File: src/rtl/pixel_write_demux.sv
// Pixel-write fan-out: one beat stream routed to N_DEST sinks by tag,
// through a two-entry skid buffer, with per-sink and drop counters.
module pixel_write_demux #(
    parameter int DATA_W = 18,
    parameter int N_DEST = 3,
    parameter int SEL_W  = 2,
    parameter int CNT_W  = 16
) (
    input  logic                    clk,
    input  logic                    resetn,
    input  logic                    in_valid,
    output logic                    in_ready,
    input  logic [DATA_W-1:0]       in_data,
    input  logic [SEL_W-1:0]        in_sel,
    output logic [DATA_W-1:0]       out_data,
    output logic [N_DEST-1:0]       out_valid,
    input  logic [N_DEST-1:0]       out_ready,
    input  logic                    cnt_clear,
    output logic [N_DEST*CNT_W-1:0] beat_cnt,
    output logic [CNT_W-1:0]        drop_cnt,
    output logic                    drop_pulse
);

    logic              r_main_v;
    logic [DATA_W-1:0] r_main_d;
    logic [SEL_W-1:0]  r_main_s;
    logic              r_skid_v;
    logic [DATA_W-1:0] r_skid_d;
    logic [SEL_W-1:0]  r_skid_s;
    logic              r_in_ready;
    logic              r_drop_pulse;
    logic [CNT_W-1:0]  r_drop_cnt;
    logic [CNT_W-1:0]  r_beat_cnt [N_DEST];

    logic              w_acc;
    logic              w_legal;
    logic              w_drop;
    logic              w_pop;
    logic [N_DEST-1:0] w_hit;
    logic [N_DEST-1:0] w_pop_vec;

    // Tag decode of the head entry; only the addressed sink's ready counts.
    genvar k;
    generate
        for (k = 0; k < N_DEST; k++) begin : g_dec
            assign w_hit[k]     = r_main_v & (r_main_s == SEL_W'(k));
            assign w_pop_vec[k] = w_hit[k] & out_ready[k];
        end
    endgenerate

    assign w_pop   = |w_pop_vec;
    assign w_acc   = in_valid & r_in_ready;
    assign w_legal = ({1'b0, in_sel} < (SEL_W+1)'(N_DEST));
    assign w_drop  = w_acc & ~w_legal;

    assign in_ready   = r_in_ready;
    assign out_data   = r_main_d;
    assign out_valid  = w_hit;
    assign drop_cnt   = r_drop_cnt;
    assign drop_pulse = r_drop_pulse;

    // Skid buffer: refill MAIN from SKID first, else from the input.
    always_ff @(posedge clk or negedge resetn) begin
        if (!resetn) begin
            r_main_v   <= 1'b0;
            r_main_d   <= '0;
            r_main_s   <= '0;
            r_skid_v   <= 1'b0;
            r_skid_d   <= '0;
            r_skid_s   <= '0;
            r_in_ready <= 1'b1;
        end else if (w_pop && r_skid_v) begin
            r_main_d   <= r_skid_d;
            r_main_s   <= r_skid_s;
            r_skid_v   <= 1'b0;
            r_in_ready <= 1'b1;
        end else if (w_acc && w_legal) begin
            if (!r_main_v || w_pop) begin
                r_main_v <= 1'b1;
                r_main_d <= in_data;
                r_main_s <= in_sel;
            end else begin
                r_skid_v   <= 1'b1;
                r_skid_d   <= in_data;
                r_skid_s   <= in_sel;
                r_in_ready <= 1'b0;
            end
        end else if (w_pop) begin
            r_main_v <= 1'b0;
        end
    end

    // Illegal-tag beats are swallowed; flag them and count, saturating.
    always_ff @(posedge clk or negedge resetn) begin
        if (!resetn) begin
            r_drop_pulse <= 1'b0;
            r_drop_cnt   <= '0;
        end else begin
            r_drop_pulse <= w_drop;
            if (cnt_clear)
                r_drop_cnt <= '0;
            else if (w_drop && !(&r_drop_cnt))
                r_drop_cnt <= r_drop_cnt + 1'b1;
        end
    end

    generate
        for (k = 0; k < N_DEST; k++) begin : g_cnt
            // Delivered-beat counter for sink k; clear beats increment.
            always_ff @(posedge clk or negedge resetn) begin
                if (!resetn)
                    r_beat_cnt[k] <= '0;
                else if (cnt_clear)
                    r_beat_cnt[k] <= '0;
                else if (w_pop_vec[k] && !(&r_beat_cnt[k]))
                    r_beat_cnt[k] <= r_beat_cnt[k] + 1'b1;
            end
            assign beat_cnt[k*CNT_W +: CNT_W] = r_beat_cnt[k];
        end
    endgenerate

endmodule
File: config.mk
export PLATFORM = sky130hd
export DESIGN_NAME = pixel_write_demux
export DESIGN_NICKNAME = d
export VERILOG_FILES = /design/src/rtl/pixel_write_demux.sv
export SDC_FILE = /design/constraint.sdc
export NUM_CORES = 1
export LEC_CHECK = 0
export CORE_UTILIZATION = 40
export DETAILED_ROUTE_END_ITERATION = 16
export PLACE_DENSITY = 0.75
export SKIP_LAST_GASP = 1
export SLEW_MARGIN = 20
export SYNTH_ARGS = -nofsm -noshare
export SYNTH_HDL_FRONTEND = slang
export SYNTH_SLANG_ARGS = --single-unit
File: constraint.sdc
create_clock -name clk -period 1.65 [get_ports clk]
set_input_delay 0.2475 -clock clk [delete_from_list [all_inputs] [get_ports clk]]
set_output_delay 0.2475 -clock clk [all_outputs]
set_load 0.1 [all_outputs]
# == After elaboration in Yosys (flattened, before gate mapping) ==
# Index checks and enable logic that the tools add are counted.
# classes
muxes,23
reduce_logical,29
eq_ne,4
add_sub_neg,4
n_lt_le_gt_ge,1
n_bitwise,11
# ops
cell,count
$mux 16,8
$add 16x1->16 const B,4
$reduce_and 16->1,4
$mux 18,3
$reduce_bool 2->1,7
$mux 1,9
$and 1x1->1,8
$logic_and 1x1->1,6
$mux 2,3
$reduce_and 3->1,2
$logic_not 1->1,5
$reduce_and 2->1,2
$not 1->1,3
$reduce_or 3->1,1
$eq 2x1->1 const B,1
$eq 2x2->1 const B,1
$logic_not 2->1,1
$lt 2x2->1 const B,1
$ne 2x1->1 const B,1
$ne 2x2->1 const B,1
$logic_or 1x1->1,1
# totals
out_inout_bits,87
in_bits,27
regBits,108
wordCells,84

# == Longest topological paths before layout ==
# Gate-level depths: netlist (run 1).
# depth
ltp_word,8
ltp_mapped,7
mapped_depth_nobuf,6

# == Worst setup path after synthesis (run 1) ==
# OpenSTA, ideal clock, no wires.
# synth_path
kind,reg-to-output
start,register r_main_v
end,output port out_valid[0]
required_ps,1402
path_stages_with_launch,3
slack_ps,-1475
t_arrival_ps,2877
path_buffers,1
cell_sequence,dfrtp_1 clkbuf_1 nor3b_1
# synth_via
elab_chain_len,1
# synth_lines
element,line_no,text
from (decl),24,logic r_main_v;
from (signal assigned),65,r_main_v <= 1'b0;
from (signal assigned),79,r_main_v <= 1'b1;
from (signal assigned),89,r_main_v <= 1'b0;
$and 1x1->1,46,assign w_hit[k] = r_main_v & (r_main_s == SEL_W'(k));
to (decl),16,"output logic [N_DEST-1:0] out_valid,"
# Every way passes these cells.

# == Final worst setup path (run 1) ==
# layout_path
start,register r_main_s[1]
end,register r_beat_cnt (netlist bit beat_cnt[22])
# layout_via
elab_chain_len,5
# layout_lines
element,line_no,text
from (decl),26,logic [SEL_W-1:0] r_main_s;
from (signal assigned),74,r_main_s <= r_skid_s;
from (signal assigned),81,r_main_s <= in_sel;
$eq 2x1->1,46,
$and 1x1->1,46,
$and 1x1->1,47,assign w_pop_vec[k] = w_hit[k] & out_ready[k];
$logic_and 1x1->1,115,else if (w_pop_vec[k] && !(&r_beat_cnt[k]))
$reduce_bool 2->1 (no source line),-,
"to (signal, indexed assignment)",116,r_beat_cnt[k] <= r_beat_cnt[k] + 1'b1;
to (decl),33,logic [CNT_W-1:0] r_beat_cnt [N_DEST];
# Every way passes these cells.
# A chain may end at the register's enable or synchronous reset.

==> results of run 1 <==
layout make-up:
class,instances,share of cell area
multi-input combinational,370,0.336
clock buffer,12,0.0243
inverter,9,0.00333
clock inverter,4,0.00715
tap,176,0.0217
timing repair buffer,248,0.318
sequential,108,0.289
where the power goes:
| part | internal (mW) | switching, mW | total, mW |
|---|---|---|---|
| Combinational | 2.65 | 3.31 | 5.95 |
| Sequential | 3.24 | 0.552 | 3.79 |
| Clock | 1.37 | 0.990 | 2.36 |
layer usage:
metal  up-vias  wire, microns  track usage
met1      2615           6980        0.281
met3        40            692       0.0405
met5         -              0            0
li1       2295              -            -
met2       141           9670        0.445
met4         0            494       0.0949
flip-flops by register name, indices dropped and copies added, names as in the netlist:
name	count
out_data	18
r_main_v	1
drop_pulse	1
beat_cnt	48
r_main_s	2
in_ready	1
r_skid_d	18
r_skid_v	1
r_skid_s	2
drop_cnt	16
through the flow:
| step | utilization | power [mW] | TNS (ns) |
|---|---|---|---|
| after detailed placement | 0.665 | 9.00 | -31.05 |
| after global routing | 0.766 | 12.5 | -16.54 |
| final | 0.766 | 12.1 | -10.58 |
| after global placement | 0.665 | 8.86 | -27.88 |
| after CTS | 0.728 | 11.9 | -8.94 |
| after floorplan | - | 6.92 | -10.35 |
synthesized netlist by cell type (3+ instances only):
cell	instances
dfrtp_1	107
nor2b_1	3
nor3_1	13
nor2_1	71
mux2_1	20
buf_2	8
or3_1	4
nand2_1	30
and3_1	4
nor4_2	8
o21ai_0	3
nand4_1	18
xnor2_1	47
nor4_1	9
or2_0	19
a21oi_1	16
mux2i_1	3
and4_1	6
inv_1	8
nor3b_1	4
nand3_1	22
xor2_1	4
o21ai_1	5
o221a_2	19
nor4b_2	3
clkbuf_1	11
ha_1	4
timing repair:
item,in CTS,in global routing
buffers inserted,23,22
cloned,3,0
setup endpoints to repair,95,105
hold buffers,1,0
pin swaps,48,53
gates resized for setup,60,70
endpoints found under the hold margin,21,0
cells by family (layout without fill, tap and decap cells):
logic type	Yosys count	after routing	synth area share
AND/OR/NAND/NOR	233	233	0.246
flip-flops	108	108	0.496
AO/OA/AOI/OAI	57	57	0.0852
XOR/XNOR	51	51	0.0820
buffers and inverters	32	273	0.0280
multiplexers	25	25	0.0537
adder cells (fa/ha/maj)	4	4	0.00919
worst paths after layout:
check | start | to | slack, ns | cells after the start
worst max register to register | r_main_s[1] | beat_cnt[22] | -0.26 | 7
worst min register to register | r_skid_d[0] | r_skid_d[0] | 0.50 | 1
worst min-delay path | cnt_clear | beat_cnt[30] | 0.25 | 2
min in group asynchronous | resetn | beat_cnt[29] | 0.35 | 2
worst max-delay path | r_main_s[1] | beat_cnt[22] | -0.26 | 7
max in group asynchronous | resetn | beat_cnt[21] | 0.67 | 3
==> flow_summary.yaml, run 1 <==
finish:
  regArea_sq_um: 2930
  mostFrequentLayoutCells: "buf_4 (97), buf_12 (96), nor2_1 (63)"
  nNetsFinal: 777
  mostFrequentLayoutCell: "buf_4"
  diodes: 0
  area_growth_pct: 86.2
  layoutNonFillerInstCount: 927
  drive_gt1_frac: 0.597
  n_fill_cell: 770
  multi_input_area_sq_um: 3410
  design_area_sq_um: 10100
route:
  routed-via-count: 5091
  vias_per_cell: 5.49
  drt-total-wl_microns: 17800
  drc_errors: 0
  antenna_left: 0
  drt_iter0_drc: 269
  routedWlPerCell_microns: 19.2
  drtPass1Iterations: 4
logic_synthesis:
  synthTopCellsByArea: "dfrtp_1 (49%), xnor2_1 (7.6%), nor2_1 (4.9%), mux2_1 (4.1%), o221a_2 (3.9%)"
  synth_nets: 541
  syn_area_sq_um: 5450
  synth-seq-cells: 108
  synthCells: 510
  ys_warn_count: 0
  synth_top_cell_by_area: "dfrtp_1"
  seq_area_frac_synth: 0.496
  synth-async-reset-ratio: 1.00
  avgSynthCellArea_sq_um: 10.7
  synth_edf_count: 0
  synth_top_area_share: 0.491
  synth_cell_types: 59
  yosys_most_used_dff: "dfrtp_1"
clocking:
  numCtsBuffers: 9
  tritoncts: "built"
  clock_sinks: 108
  clk_pin_slew_ns: 0.08
  cts-root-buf: "clkbuf_16"
  cts.htree.levels: 3
  cts_buffer_depth: 2
  worstSkewPairLatency_ns: 0.36
placement:
  hpwl_microns: 11000
  place.gp.congestion: 0.860
  post-place-ws_ns: -0.483
  portBuffers: 113
  placed_cell_area_sq_um: 8800
  placed_cells: 867
worst_setup_path:
  startpoint_type: "flop"
  end_kind: "flop"
  path_cells: "and4b_2 > buf_6 > buf_6 > nand3_4 > a311oi_2 > xnor2_1 > nor2_1"
  path_max_fanout: 5
  cpLargestDelayFamily: "simple AND/OR/NAND/NOR gates"
  cp_data_required_time_ns: 1.89
  worst-path-buf-inv: 2
  crit_slowest_cell: "dfrtp_2"
  cp_common_cell: "buf_6"
  critPathKind: "reg -> reg"
  max_stage_delay_ns: 0.45
  critical_path_arrival_ns: 2.15
timing:
  tightest_slew_ns: 0.371
  rsz0062_at_grt: "true"
  timing.fmax_mhz: 523
  maxSlewHeadroom: 0.752
  post-route-period-util: 1.16
  fin_crit_ns: 1.91
  clock_skew_ns: 0.00886
  layout_setup_ws_ns: -0.262
  whs_ns: 0.250
  slew_viol_final: 0
  hold_violations: 0
  setup_viol: 85
power_and_ir_drop:
  p_leak_nw: 3.92
  p_per_area_nw_per_um2: 1190
  ir_drop_mv: 1.94
global_route:
  grt_start_max_net_pins: 44
  grt_pass1_wl_microns: 27100
  antenna_found_initial: 0
  grt_pass1_vias: 5401
  grt_overflow: 0
  grt.total_usage: 0.243
die:
  ios: 114
  start_util: 0.411
  fp.dieArea_sq_um: 14100
  core_sq_um: 13200
  rows: 42
  fp.dieW_microns: 119
  die_h_microns: 119
min_path:
  worst_hold_path_type: "in -> reg"
status:
  status: "complete, but fails checks"
  violations: "setup timing"
job:
  max_cap_violations: 0
No activity file was read; power rests on OpenSTA's default activity.
==> run 2, diff against run 1 <==
- SLEW_MARGIN: 20 -> default
==> results of run 2 <==
Final layout, timing and power as in run 1 (identical DEF).
==> run 3, diff against run 2 <==
- GPL_TIMING_DRIVEN: default -> 0
- HOLD_SLACK_MARGIN: default -> 0.15
- SKIP_LAST_GASP: 1 -> default
==> flow_summary.yaml, run 3 (synthesis gave the netlist of run 1 again) <==
status:
  status: "complete, but fails checks"
  violations: "setup timing"
placement:
  placed_cell_area_sq_um: 7350
  hpwl_microns: 9580
  place.gp.congestion: 0.804
  portBuffers: 113
  placed_cells: 800
job:
  max_cap_violations: 0
route:
  drt-total-wl_microns: 16600
  routed-via-count: 4959
  vias_per_cell: 5.54
  routedWlPerCell_microns: 18.6
  top_layer: "met4"
  drtPass1Iterations: 8
  dr_wl_met3_microns: 1010
  drt_iter0_drc: 382
  antenna_left: 0
  drc_errors: 0
  wl_met1_microns: 6640
  wl_met2_microns: 8590
global_route:
  grt_pass1_vias: 5045
  grt.total_usage: 0.227
  grt_pass1_wl_microns: 25500
  antenna_found_initial: 0
  grt_start_max_net_pins: 67
  grt_overflow: 0
clocking:
  numCtsBuffers: 9
  cts_buffer_depth: 2
  clock_sinks: 108
  clk_pin_slew_ns: 0.07
  tritoncts: "built"
  cts.htree.levels: 3
  worstSkewPairLatency_ns: 0.36
  cts-root-buf: "clkbuf_16"
die:
  die_h_microns: 119
  fp.dieW_microns: 119
  rows: 42
  core_sq_um: 13200
  fp.dieArea_sq_um: 14100
  ios: 114
  start_util: 0.411
timing:
  timing.fmax_mhz: 539
  final.setup.tns_ns: -8.44
  whs_ns: 0.422
  tightest_slew_ns: 0.579
  maxSlewHeadroom: 0.614
  clock_skew_ns: 0.00475
  fin_crit_ns: 1.86
  post-route-period-util: 1.13
  hold_violations: 0
  layout_setup_ws_ns: -0.207
  rsz0062_at_grt: "true"
  setup_viol: 78
  slew_viol_final: 0
finish:
  drive_gt1_frac: 0.570
  layoutNonFillerInstCount: 895
  n_fill_cell: 943
  design_area_sq_um: 9080
  area_growth_pct: 66.6
  fin_util: 0.685
  diodes: 0
  nNetsFinal: 745
  mostFrequentLayoutCells: "nor2_1 (63), buf_4 (63), dfrtp_4 (56)"
  largest_reg_flops: 48
min_path:
  worst_hold_path_type: "in -> async"
worst_setup_path:
  regToRegSetupSlack_ns: -0.21
  critical_path_arrival_ns: 2.10
  critPathKind: "reg -> reg"
  path_max_fanout: 5
  startpoint_type: "flop"
  end_kind: "flop"
  cp_data_required_time_ns: 1.90
power_and_ir_drop:
  ir_drop_mv: 1.45
  p_leak_nw: 3.42
  p_per_area_nw_per_um2: 1250
## run 3: worst paths after layout
path	startpoint	to	depth (start not counted)
max in group asynchronous	resetn	in_ready	3
min in group clk	r_skid_s[1]	r_skid_s[1]	1
worst max-delay path	r_main_s[0]	r_skid_d[3]	5
worst min register to register	r_skid_s[1]	r_skid_s[1]	1
worst min-delay path	resetn	beat_cnt[4]	2
worst max register to register	r_main_s[0]	r_skid_d[3]	5
## run 3: power breakdown
| part | internal [mW] | switching [mW] |
|---|---|---|
| Clock | 1.37 | 1.01 |
| Sequential | 3.24 | 0.386 |
| Combinational | 2.09 | 3.25 |
## run 3: through the flow
| stage | setup WS, ns | power [mW] |
|---|---|---|
| 3_5_place_dp | -0.789 | 8.01 |
| 2_1_floorplan | -0.227 | 6.92 |
| 5_1_grt | -0.257 | 11.8 |
| 4_1_cts | -0.208 | 10.8 |
| 3_3_place_gp | -4.50 | 7.90 |
| 6_report | -0.207 | 11.3 |
## run 3: area by class of cell
class	count	area, sq um	share of cell area
Multi-Input combinational cell	370	3430	0.378
Sequential cell	108	2930	0.323
Timing Repair Buffer	194	1910	0.211
Clock buffer	10	239	0.0263
Buffer	22	220	0.0243
Tap cell	176	220	0.0243
Clock inverter	6	87.6	0.00965
Inverter	9	35.0	0.00386
## run 3: routing by layer
| metal | track usage | vias to the layer above |
|---|---|---|
| met3 | 0.0738 | 43 |
| met2 | 0.399 | 184 |
| met4 | 0.0633 | 0 |
| li1 | - | 2235 |
| met1 | 0.264 | 2497 |
| met5 | 0 | - |
## run 3: timing repair
action	in CTS	in global routing
buffers inserted	42	30
endpoints found under the hold margin	42	0
gates cloned	4	3
hold buffers	1	0
pin swaps	62	43
endpoints found under the setup margin	187	134
gates resized for setup	370	106
## run 3: critical path, stage by stage, from the launching register on
cell and delay (ns):
dfrtp_2 0.44, mux2_4 0.33, mux2i_4 0.18, and3_4 0.30, clkbuf_16 0.18, mux2_4 0.30
